--- src/rtl/pipe_ctrl_pkg.sv ---
// Shared pipeline-control definitions: opcodes (common with the decode control
// unit), the data-memory FSM state type, and the rt-usage decode.
package pipe_ctrl_pkg;

  localparam logic [5:0] OP_RTYPE = 6'b000000;
  localparam logic [5:0] OP_ADDI  = 6'b001000;
  localparam logic [5:0] OP_LW    = 6'b100011;
  localparam logic [5:0] OP_SW    = 6'b101011;
  localparam logic [5:0] OP_J     = 6'b000010;
  localparam logic [5:0] OP_BEQ   = 6'b000100;
  localparam logic [5:0] OP_BNE   = 6'b000101;

  typedef enum logic [1:0] {
    IDLE  = 2'd0,
    WAIT  = 2'd1,
    ERROR = 2'd2
  } mem_state_t;

  // Only these instructions read rt as a source; ADDI/LW write it instead.
  function automatic logic uses_rt(input logic [5:0] op);
    return op inside {OP_RTYPE, OP_BEQ, OP_BNE, OP_SW};
  endfunction

endpackage

--- src/rtl/hazard_ctrl_if.sv ---
// Data-memory request/acknowledge handshake between the pipeline controller
// (master) and the data memory (slave).
interface hazard_ctrl_if;
  logic dmem_req;
  logic dmem_we;
  logic dmem_ack;

  modport master (output dmem_req, output dmem_we, input dmem_ack);
  modport slave  (input dmem_req, input dmem_we, output dmem_ack);
endinterface

--- src/rtl/dmem_handshake_fsm.sv ---
// Data-memory access sequencer: IDLE -> WAIT (req held until ack or timeout)
// -> ERROR (absorbing). Exports freeze for the hazard logic.
module dmem_handshake_fsm
  import pipe_ctrl_pkg::*;
#(
  parameter int MEM_TIMEOUT = 15
) (
  input  logic clk,
  input  logic reset,
  input  logic mem_read,
  input  logic mem_write,
  input  logic dmem_ack,
  output logic dmem_req,
  output logic dmem_we,
  output logic mem_timeout,
  output logic freeze
);

  localparam int CW = (MEM_TIMEOUT > 0) ? $clog2(MEM_TIMEOUT + 1) : 1;
  localparam logic [CW-1:0] WCNT_LAST = CW'((MEM_TIMEOUT > 0) ? MEM_TIMEOUT - 1 : 0);
  localparam logic TIMEOUT_EN = (MEM_TIMEOUT > 0);

  mem_state_t    state_q, state_d;
  logic [CW-1:0] wcnt_q, wcnt_d;
  logic          we_q, we_d;

  always_ff @(posedge clk or posedge reset) begin
    if (reset) begin
      state_q <= IDLE;
      wcnt_q  <= '0;
      we_q    <= 1'b0;
    end else begin
      state_q <= state_d;
      wcnt_q  <= wcnt_d;
      we_q    <= we_d;
    end
  end

  always_comb begin
    state_d = state_q;
    wcnt_d  = wcnt_q;
    we_d    = we_q;
    case (state_q)
      IDLE: begin
        if (mem_read || mem_write) begin
          state_d = WAIT;
          wcnt_d  = '0;
          we_d    = mem_write;
        end
      end
      WAIT: begin
        // ack beats a simultaneous timeout
        if (dmem_ack) begin
          state_d = IDLE;
          we_d    = 1'b0;
        end else if (TIMEOUT_EN && wcnt_q == WCNT_LAST) begin
          state_d = ERROR;
          we_d    = 1'b0;
        end else begin
          wcnt_d = wcnt_q + CW'(1);
        end
      end
      default: begin
        state_d = ERROR;
        we_d    = 1'b0;
      end
    endcase
  end

  assign dmem_req    = (state_q == WAIT);
  assign dmem_we     = we_q;
  assign mem_timeout = (state_q == ERROR);
  assign freeze      = ((state_q == IDLE) && (mem_read || mem_write)) ||
                       ((state_q == WAIT) && !dmem_ack) ||
                       (state_q == ERROR);

endmodule

--- src/rtl/hazard_ctrl.sv ---
// 5-stage pipeline sequencing: memory freeze, branch/jump squash, load-use
// bubble, and a saturating count of cycles the PC was held.
module hazard_ctrl
  import pipe_ctrl_pkg::*;
#(
  parameter int MEM_TIMEOUT = 15,
  parameter int STALL_CNT_W = 16
) (
  input  logic                   clk,
  input  logic                   reset,
  input  logic [5:0]             id_opcode,
  input  logic [4:0]             id_rs,
  input  logic [4:0]             id_rt,
  input  logic                   id_jump,
  input  logic                   ex_mem_read,
  input  logic [4:0]             ex_rt,
  input  logic                   ex_branch_taken,
  input  logic                   mem_read,
  input  logic                   mem_write,
  hazard_ctrl_if.master          dmem,
  output logic                   pc_write,
  output logic                   ifid_write,
  output logic                   idex_write,
  output logic                   ifid_flush,
  output logic                   idex_flush,
  output logic                   exmem_hold,
  output logic                   mem_timeout,
  output logic [STALL_CNT_W-1:0] stall_cycles
);

  logic freeze, load_use, req, we;
  logic [STALL_CNT_W-1:0] stall_q, stall_d;

  dmem_handshake_fsm #(.MEM_TIMEOUT(MEM_TIMEOUT)) u_fsm (
    .clk         (clk),
    .reset       (reset),
    .mem_read    (mem_read),
    .mem_write   (mem_write),
    .dmem_ack    (dmem.dmem_ack),
    .dmem_req    (req),
    .dmem_we     (we),
    .mem_timeout (mem_timeout),
    .freeze      (freeze)
  );

  assign dmem.dmem_req = req;
  assign dmem.dmem_we  = we;

  assign load_use = ex_mem_read && (ex_rt != 5'd0) &&
                    ((ex_rt == id_rs) || ((ex_rt == id_rt) && uses_rt(id_opcode)));

  always_comb begin
    pc_write   = 1'b1;
    ifid_write = 1'b1;
    idex_write = 1'b1;
    ifid_flush = 1'b0;
    idex_flush = 1'b0;
    exmem_hold = 1'b0;
    if (reset) begin
      pc_write   = 1'b0;
      ifid_write = 1'b0;
      idex_write = 1'b0;
    end else if (freeze) begin
      // everything deferred; a pending branch stays in EX and is seen again
      pc_write   = 1'b0;
      ifid_write = 1'b0;
      idex_write = 1'b0;
      exmem_hold = 1'b1;
    end else if (ex_branch_taken) begin
      ifid_flush = 1'b1;
      idex_flush = 1'b1;
    end else if (load_use) begin
      pc_write   = 1'b0;
      ifid_write = 1'b0;
      idex_flush = 1'b1;
    end else if (id_jump) begin
      ifid_flush = 1'b1;
    end
  end

  always_comb begin
    stall_d = stall_q;
    if (!pc_write && (stall_q != {STALL_CNT_W{1'b1}})) stall_d = stall_q + STALL_CNT_W'(1);
  end

  always_ff @(posedge clk or posedge reset) begin
    if (reset) stall_q <= '0;
    else       stall_q <= stall_d;
  end

  assign stall_cycles = stall_q;

endmodule

--- src/flat_wrapper.sv ---
// flat-port wrapper written by rule: the top's interface ports become plain ports
module hazard_ctrl_flat import pipe_ctrl_pkg::*;
#(
  parameter int MEM_TIMEOUT = 15,
  parameter int STALL_CNT_W = 16
)
  (clk, reset, id_opcode, id_rs, id_rt, id_jump, ex_mem_read, ex_rt, ex_branch_taken, mem_read, mem_write, pc_write, ifid_write, idex_write, ifid_flush, idex_flush, exmem_hold, mem_timeout, stall_cycles, dmem_dmem_req, dmem_dmem_we, dmem_dmem_ack);
  hazard_ctrl_if dmem_i ();
  input  logic clk;
  input  logic reset;
  input  logic [5:0] id_opcode;
  input  logic [4:0] id_rs;
  input  logic [4:0] id_rt;
  input  logic id_jump;
  input  logic ex_mem_read;
  input  logic [4:0] ex_rt;
  input  logic ex_branch_taken;
  input  logic mem_read;
  input  logic mem_write;
  output logic pc_write;
  output logic ifid_write;
  output logic idex_write;
  output logic ifid_flush;
  output logic idex_flush;
  output logic exmem_hold;
  output logic mem_timeout;
  output logic [STALL_CNT_W-1:0] stall_cycles;
  output wire logic [$bits(dmem_i.dmem_req)-1:0] dmem_dmem_req;
  output wire logic [$bits(dmem_i.dmem_we)-1:0] dmem_dmem_we;
  input wire logic [$bits(dmem_i.dmem_ack)-1:0] dmem_dmem_ack;
  assign dmem_dmem_req = dmem_i.dmem_req;
  assign dmem_dmem_we = dmem_i.dmem_we;
  assign dmem_i.dmem_ack = dmem_dmem_ack;
  hazard_ctrl #(.MEM_TIMEOUT(MEM_TIMEOUT), .STALL_CNT_W(STALL_CNT_W)) u_core (.clk(clk), .reset(reset), .id_opcode(id_opcode), .id_rs(id_rs), .id_rt(id_rt), .id_jump(id_jump), .ex_mem_read(ex_mem_read), .ex_rt(ex_rt), .ex_branch_taken(ex_branch_taken), .mem_read(mem_read), .mem_write(mem_write), .dmem(dmem_i), .pc_write(pc_write), .ifid_write(ifid_write), .idex_write(idex_write), .ifid_flush(ifid_flush), .idex_flush(idex_flush), .exmem_hold(exmem_hold), .mem_timeout(mem_timeout), .stall_cycles(stall_cycles));
endmodule
--- config.mk ---
export PLATFORM = sky130hd
export DESIGN_NAME = hazard_ctrl_flat
export DESIGN_NICKNAME = d
export VERILOG_FILES = /design/src/rtl/pipe_ctrl_pkg.sv /design/src/rtl/hazard_ctrl_if.sv /design/src/rtl/dmem_handshake_fsm.sv /design/src/rtl/hazard_ctrl.sv /design/src/flat_wrapper.sv
export SDC_FILE = /design/constraint.sdc
export NUM_CORES = 1
export LEC_CHECK = 0
export CORE_ASPECT_RATIO = 0.8
export CORE_MARGIN = 2
export CORE_UTILIZATION = 40
export DETAILED_ROUTE_END_ITERATION = 16
export HOLD_SLACK_MARGIN = 0.06
export PLACE_DENSITY = 0.76
export RECOVER_POWER = 50
export REMOVE_ABC_BUFFERS = 1
export SYNTH_ARGS = -nofsm -noshare
export SYNTH_HDL_FRONTEND = slang
export SYNTH_SLANG_ARGS = --single-unit
--- constraint.sdc ---
create_clock -name clk -period 2.17 [get_ports clk]
set_input_delay 0.3255 -clock clk [delete_from_list [all_inputs] [get_ports clk]]
set_output_delay 0.3255 -clock clk [all_outputs]
set_load 0.02 [all_outputs]
### Word level (Yosys, flattened, before mapping)

Cells that the tools add are included.

* register bits: 23
* output and inout port bits: 25

* $add $sub $neg: 2
* equal/unequal tests: 13
* mux-type cells: 29
* reduce and logical (&&, ||, !) cells: 19

Operator list (count)
* 1-bit 2-to-1 mux: 20
* 16-bit by 1-bit adder with 16-bit output (second input constant): 1
* 16-bit != test (second input constant): 1
* 6-bit by 3-bit equality test with 1-bit output (second input constant): 2
* 4-bit 2-to-1 mux: 3
* 5-bit equality test: 2
* 4-bit one-hot mux with 2 select lines: 1
* 6-bit equality test (second input constant): 1
* 1-bit logical AND: 6
* 6-bit zero test: 1
* 2-bit 2-to-1 mux: 3
* 5-bit nonzero test: 1
* 4-bit by 1-bit adder with 4-bit output (second input constant): 1
* 4-bit equality test (second input constant): 1
* 1-bit logical OR: 4
* 2-bit != test (second input constant): 2
* 2-bit one-hot mux with 2 select lines: 1
* 4-bit AND reduction: 1
* 4-bit nonzero test: 1
* 3-bit by 1-bit != test with 1-bit output (second input constant): 1
* 2-bit by 1-bit equality test with 1-bit output (second input constant): 1
* 2-bit equality test (second input constant): 1
* 1-bit zero test: 2
* 2-bit zero test: 1
* 4 further kinds: 4

### Depth between registers and ports, before layout

Gate-level depths: netlist of run 1.

* depth after elaboration: 11
* gate-level depth with buffers: 7
* gate-level depth less buffers: 6

### By module

Synthesis of run 1 repeated with hierarchy kept, for this count alone.

* cell total of the unflattened synthesis: 162
* area total of the unflattened synthesis: 1497.7 um^2

By module, submodules not included
* hazard_ctrl: instances 1, cells an instance 124, area each 1104.8 um^2, seq. area each 400.4 um^2
* dmem_handshake_fsm: instances 1, cells an instance 38, area each 392.9 um^2, seq. area each 175.2 um^2

### Worst setup path before layout of run 1

No wires, ideal clock.

* path kind: reg-to-output
* start: reg u_core.u_fsm.state_q[1]
* end: out ifid_flush
* data arrival time: 2.052 ns
* required time: 1.845 ns
* path slack: -0.207 ns
* stages on the path, launching flop included: 8
* buffers on the path: 2
* cells stage by stage: dfrtp_1 > nor3_1 > o22ai_1 > or2_2 > clkbuf_1 > clkbuf_1 > nor2_1 > o21a_1

* longest elaborated chain between the ends: 6
* elaborated cells on any way between the ends: 9
* classes of those cells: eq/ne (2); mux (2); reduce/logical (5)

RTL lines
* start: declaration: line dmem_handshake_fsm.sv:23 `mem_state_t state_q, state_d;`
* start signal: assignment: line dmem_handshake_fsm.sv:33 `state_q <= state_d;`
* 2-bit by 1-bit equality test with 1-bit output or 2-bit zero test (tied branches): line dmem_handshake_fsm.sv:74, dmem_handshake_fsm.sv:73
* 1-bit logical AND (on tied branches): line dmem_handshake_fsm.sv:74, dmem_handshake_fsm.sv:73
* 1-bit logical OR: line dmem_handshake_fsm.sv:73 `assign freeze = ((state_q == IDLE) && (mem_read || mem_write)) ||`
* 1-bit logical OR *: line dmem_handshake_fsm.sv:74 `((state_q == WAIT) && !dmem_ack) ||`
* 1-bit 2-to-1 mux *: line hazard_ctrl.sv:63 `end else if (freeze) begin`
* 1-bit 2-to-1 mux *: line hazard_ctrl.sv:59 `if (reset) begin`
* end: declaration: line flat_wrapper.sv:23 `output logic ifid_flush;`

Mark *: on every way between the ends. The rest lies on a longest branch, timed or not.

### Worst setup path in the final report of run 1

* start: in id_opcode[0]
* end: out ifid_flush

* longest elaborated chain between the ends: 9
* elaborated cells on any way between the ends: 12
* classes of those cells: eq/ne (3); mux (4); reduce/logical (5)

RTL lines
* start: declaration: line flat_wrapper.sv:11 `input logic [5:0] id_opcode;`
* 6-bit by 3-bit equality test with 1-bit output, or another cell as far along: line pipe_ctrl_pkg.sv:21 `return op inside {OP_RTYPE, OP_BEQ, OP_BNE, OP_SW};`
* 4-bit nonzero test *: line pipe_ctrl_pkg.sv:21
* 1-bit logical AND *: line hazard_ctrl.sv:50 `((ex_rt == id_rs) || ((ex_rt == id_rt) && uses_rt(id_opcode)));`
* 1-bit logical OR *: line hazard_ctrl.sv:50
* 1-bit logical AND *: line hazard_ctrl.sv:49 `assign load_use = ex_mem_read && (ex_rt != 5'd0) &&`
* 1-bit 2-to-1 mux *: line hazard_ctrl.sv:72 `end else if (load_use) begin`
* 1-bit 2-to-1 mux *: line hazard_ctrl.sv:69 `end else if (ex_branch_taken) begin`
* 1-bit 2-to-1 mux *: line hazard_ctrl.sv:63
* 1-bit 2-to-1 mux *: line hazard_ctrl.sv:59

Marks and branches as above.

==> results of run 1 <==
==> per-stage QoR <==
step / worst slack, ns / power (mW)
2_1_floorplan: -0.3459 / 0.9995
3_3_place_gp: -0.7675 / 1.411
3_5_place_dp: -0.8229 / 1.438
4_1_cts: -0.05735 / 1.712
5_1_grt: -0.1009 / 1.790
6_report: -0.06012 / 1.676
==> final timing paths <==
check	from	end	slack, ns	cells after the start
worst max-delay path	id_opcode[0]	ifid_flush	-0.06	8
worst min-delay path	u_core.u_fsm.dmem_we$_DFFE_PP0P_	u_core.u_fsm.dmem_we$_DFFE_PP0P_	0.51	2
worst max register to register	u_core.stall_cycles[1]$_DFFE_PP0P_	u_core.stall_cycles[1]$_DFFE_PP0P_	0.12	6
worst min register to register	u_core.u_fsm.dmem_we$_DFFE_PP0P_	u_core.u_fsm.dmem_we$_DFFE_PP0P_	0.51	2
max in group asynchronous	reset	u_core.stall_cycles[15]$_DFFE_PP0P_	0.43	3
min in group asynchronous	reset	u_core.stall_cycles[4]$_DFFE_PP0P_	1.00	3
==> power groups by stage <==
stage | Clock (mW) | Sequential [mW] | Combinational, mW
floorplan | 0 | 0.717 | 0.282
global placement | 0 | 0.612 | 0.799
detailed placement | 0 | 0.620 | 0.818
CTS | 0.273 | 0.612 | 0.827
global route | 0.295 | 0.627 | 0.868
finish | 0.264 | 0.609 | 0.803
==> tightest hold or removal path, stage by stage, from the launching register on <==
cell and delay [ns]:
dfrtp_1 0.36, nand2_1 0.06, o31ai_1 0.05
==> logic make-up (layout without fill, tap and decap cells) <==
family | Yosys count | in the layout | synth area share, %
and+or+nand+nor | 60 | 60 | 20.77
AOI/OAI and AO/OA | 30 | 30 | 16.05
DFF | 23 | 23 | 39.48
xor gates and xnor gates | 18 | 18 | 10.82
buffers and inverters | 12 | 92 | 3.863
muxes | 8 | 8 | 6.438
adders and majority gates | 3 | 3 | 2.575
==> cells in the final DEF (no fill, tap or decap), types with 3 or more instances in the layout <==
cell type,Yosys,final
inv_1,7,7
o211ai_1,9,9
xnor2_1,12,9
dlygate4sd3_1,0,7
nand2_1,12,12
ha_1,3,3
xor2_1,6,6
or4_1,4,3
dlygate4sd2_1,0,9
xnor2_2,0,3
o2bb2ai_1,3,3
mux2_2,7,7
clkbuf_8,0,3
buf_4,1,24
dfrtp_1,23,23
or3_1,3,3
nor2_1,15,14
nand2b_1,4,4
and3_1,4,4
buf_6,1,5
clkdlybuf4s50_1,0,28
nand4_1,4,4
clkbuf_1,3,3
buf_2,0,6
nand3_1,5,5
==> final cells by class <==
class	instances	area share, %
Clock buffer	4	1.975
Inverter	7	1.152
Timing Repair Buffer	81	30.83
Multi-Input combinational cell	119	38.51
Sequential cell	23	25.23
Tap cell	42	2.304
==> state kept, by name, summed over array words and instances, names as in the netlist <==
| signal | count |
|---|---|
| u_core.u_fsm.state_q | 2 |
| u_core.u_fsm.wcnt_q | 4 |
| u_core.u_fsm.dmem_we | 1 |
| u_core.stall_cycles | 16 |
==> routing by layer <==
layer  GRT usage, %  part of all wire (%)  vias up
met5              0                     0        -
met4          2.695                  0.11        0
met3          4.870                   4.7        2
met2          31.88                    51       32
met1          25.55                    44      672
li1               -                     -      711
==> repair_timing <==
action | in CTS | in global routing
pin swaps | 7 | 1
setup endpoints to repair | 21 | 7
gates resized for setup | 62 | 3
setup buffers | 3 | 0
hold buffers | 0 | 0
==> impl_metrics.ini, run 1 <==
[critical_path]
endpoint_kind = output pin
path_cells = buf_6 > nor2b_4 > or4_1 > a2111o_1 > a21boi_4 > nor2_4 > o21a_1 > buf_6
critPathTopFamily = compound AO/OA/AOI/OAI gates
criticalPathCategory = in2out
critPathRequiredTime_ns = 1.84
cp-start-kind = primary input
worstPathBufferInverterCount = 2
cpMaxStageDelayCell = or4_1
worstPathArrival_ns = 1.90
max_stage_delay_ns = 0.47
critPathMostFrequentCell = buf_6
crit_fanout = 4

[clock_tree]
cts-root-buf = clkbuf_8
clk_latency_ns = 0.26
cts_tree = yes
clk_path_buf_depth = 2
clk_pin_slew_worst_paths_ns = 0.08
ctsHtreeMaxLevel = 1
numCtsBuffers = 3
cts.sinks = 23

[yosys]
synthFlopType = dfrtp_1
yosys_warnings = 0
synth_common_cells = dfrtp_1, nor2_1, nand2_1, xnor2_1, o211ai_1
synth_area_leaders = dfrtp_1, xnor2_1, mux2_2
async_reset_ff_share_pct = 100.0
syn_area_mm2 = 0.001458
yosysTopAreaCell = dfrtp_1
ys_seq_area_share_pct = 39.48
yosys.cell_count.top_type = dfrtp_1
synthCells = 154
synth_edf_count = 0
synth_top_cell_area_share_pct = 39.48
synth_cell_types = 36
avgSynthCellArea_um2 = 9.465
synth-seq-cells = 23

[drt]
first_pass_iters = 4
vias = 1417
wl_mm = 3.806
ant_nets = 0
drtIter0Drc = 33
drc_errors = 0
avgRoutedWirePerCell_um = 13.79
via_per_inst = 5.134

[layout]
final_util_pct = 65.72
regArea_um2 = 575.6
post-route-cell-area_mm2 = 0.002281
drive_above_1_share_pct = 25.64
nFillCells = 281
area_delta_synth_final_pct = 56.48
instances_no_fill = 276
multiInputGateArea_um2 = 878.3
antennaDiodeCount = 0
nNetsFinal = 267

[die]
dieArea_mm2 = 0.004146
core_mm2 = 0.003471
die_w_um = 71.49
row_count = 19
io_pins = 54
die_y_um = 58.00
initial_core_util_pct = 42.00

[sta]
slew_viol_final = 0
worstMarginPinSlew_ns = 1.270
rsz0062_at_grt = true
period_share_pct = 102.8
relSlewSlack_pct = 15.31
finalHoldViolCount = 0
skew_ns = 0.003356
finalWorstSetupSlack_ns = -0.06012
clock.fmax_ghz = 0.4484
hold_ws_ns = 0.5057
tns_ns = -0.07975
setup_viol = 2
post-route-min-period_ns = 2.230

[power_and_ir_drop]
p_comb_share_pct = 47.9
p_leak_nw = 1.002
switching_share_pct = 35.68
p_int_mw = 1.078
p_switching_uw = 598.0
powerDensity_mw_per_mm2 = 734.9
power_frac_seq_pct = 36.3
peakVddDrop_mv = 0.4899
power.share.clock_pct = 15.8

[placed_design]
placed_cell_area_mm2 = 0.002198
placedCellCount = 269
dp_hpwl_mm = 3.071
portBuffers = 53
globalplace.congestion = 0.8582

[flow_run]
maxCapViolations = 0

[status]
violations = setup timing
status = complete, but fails checks

[global_routing]
grt_pass1_vias = 1367
antenna_found_initial = 0
grtUsageTotal_pct = 19.00
overflow = 0
grt_pass1_wl_mm = 6.285
grt_max_degree = 24

[worst_hold_path]
hp-class = reg2reg
Note: power is estimated with default switching activity, not from simulation.
==> run 2: changes to the inputs <==
Settings changed: CAP_MARGIN set to 20.
==> results of run 2 <==
The final DEF is identical to that of run 1; final timing and power are the same.
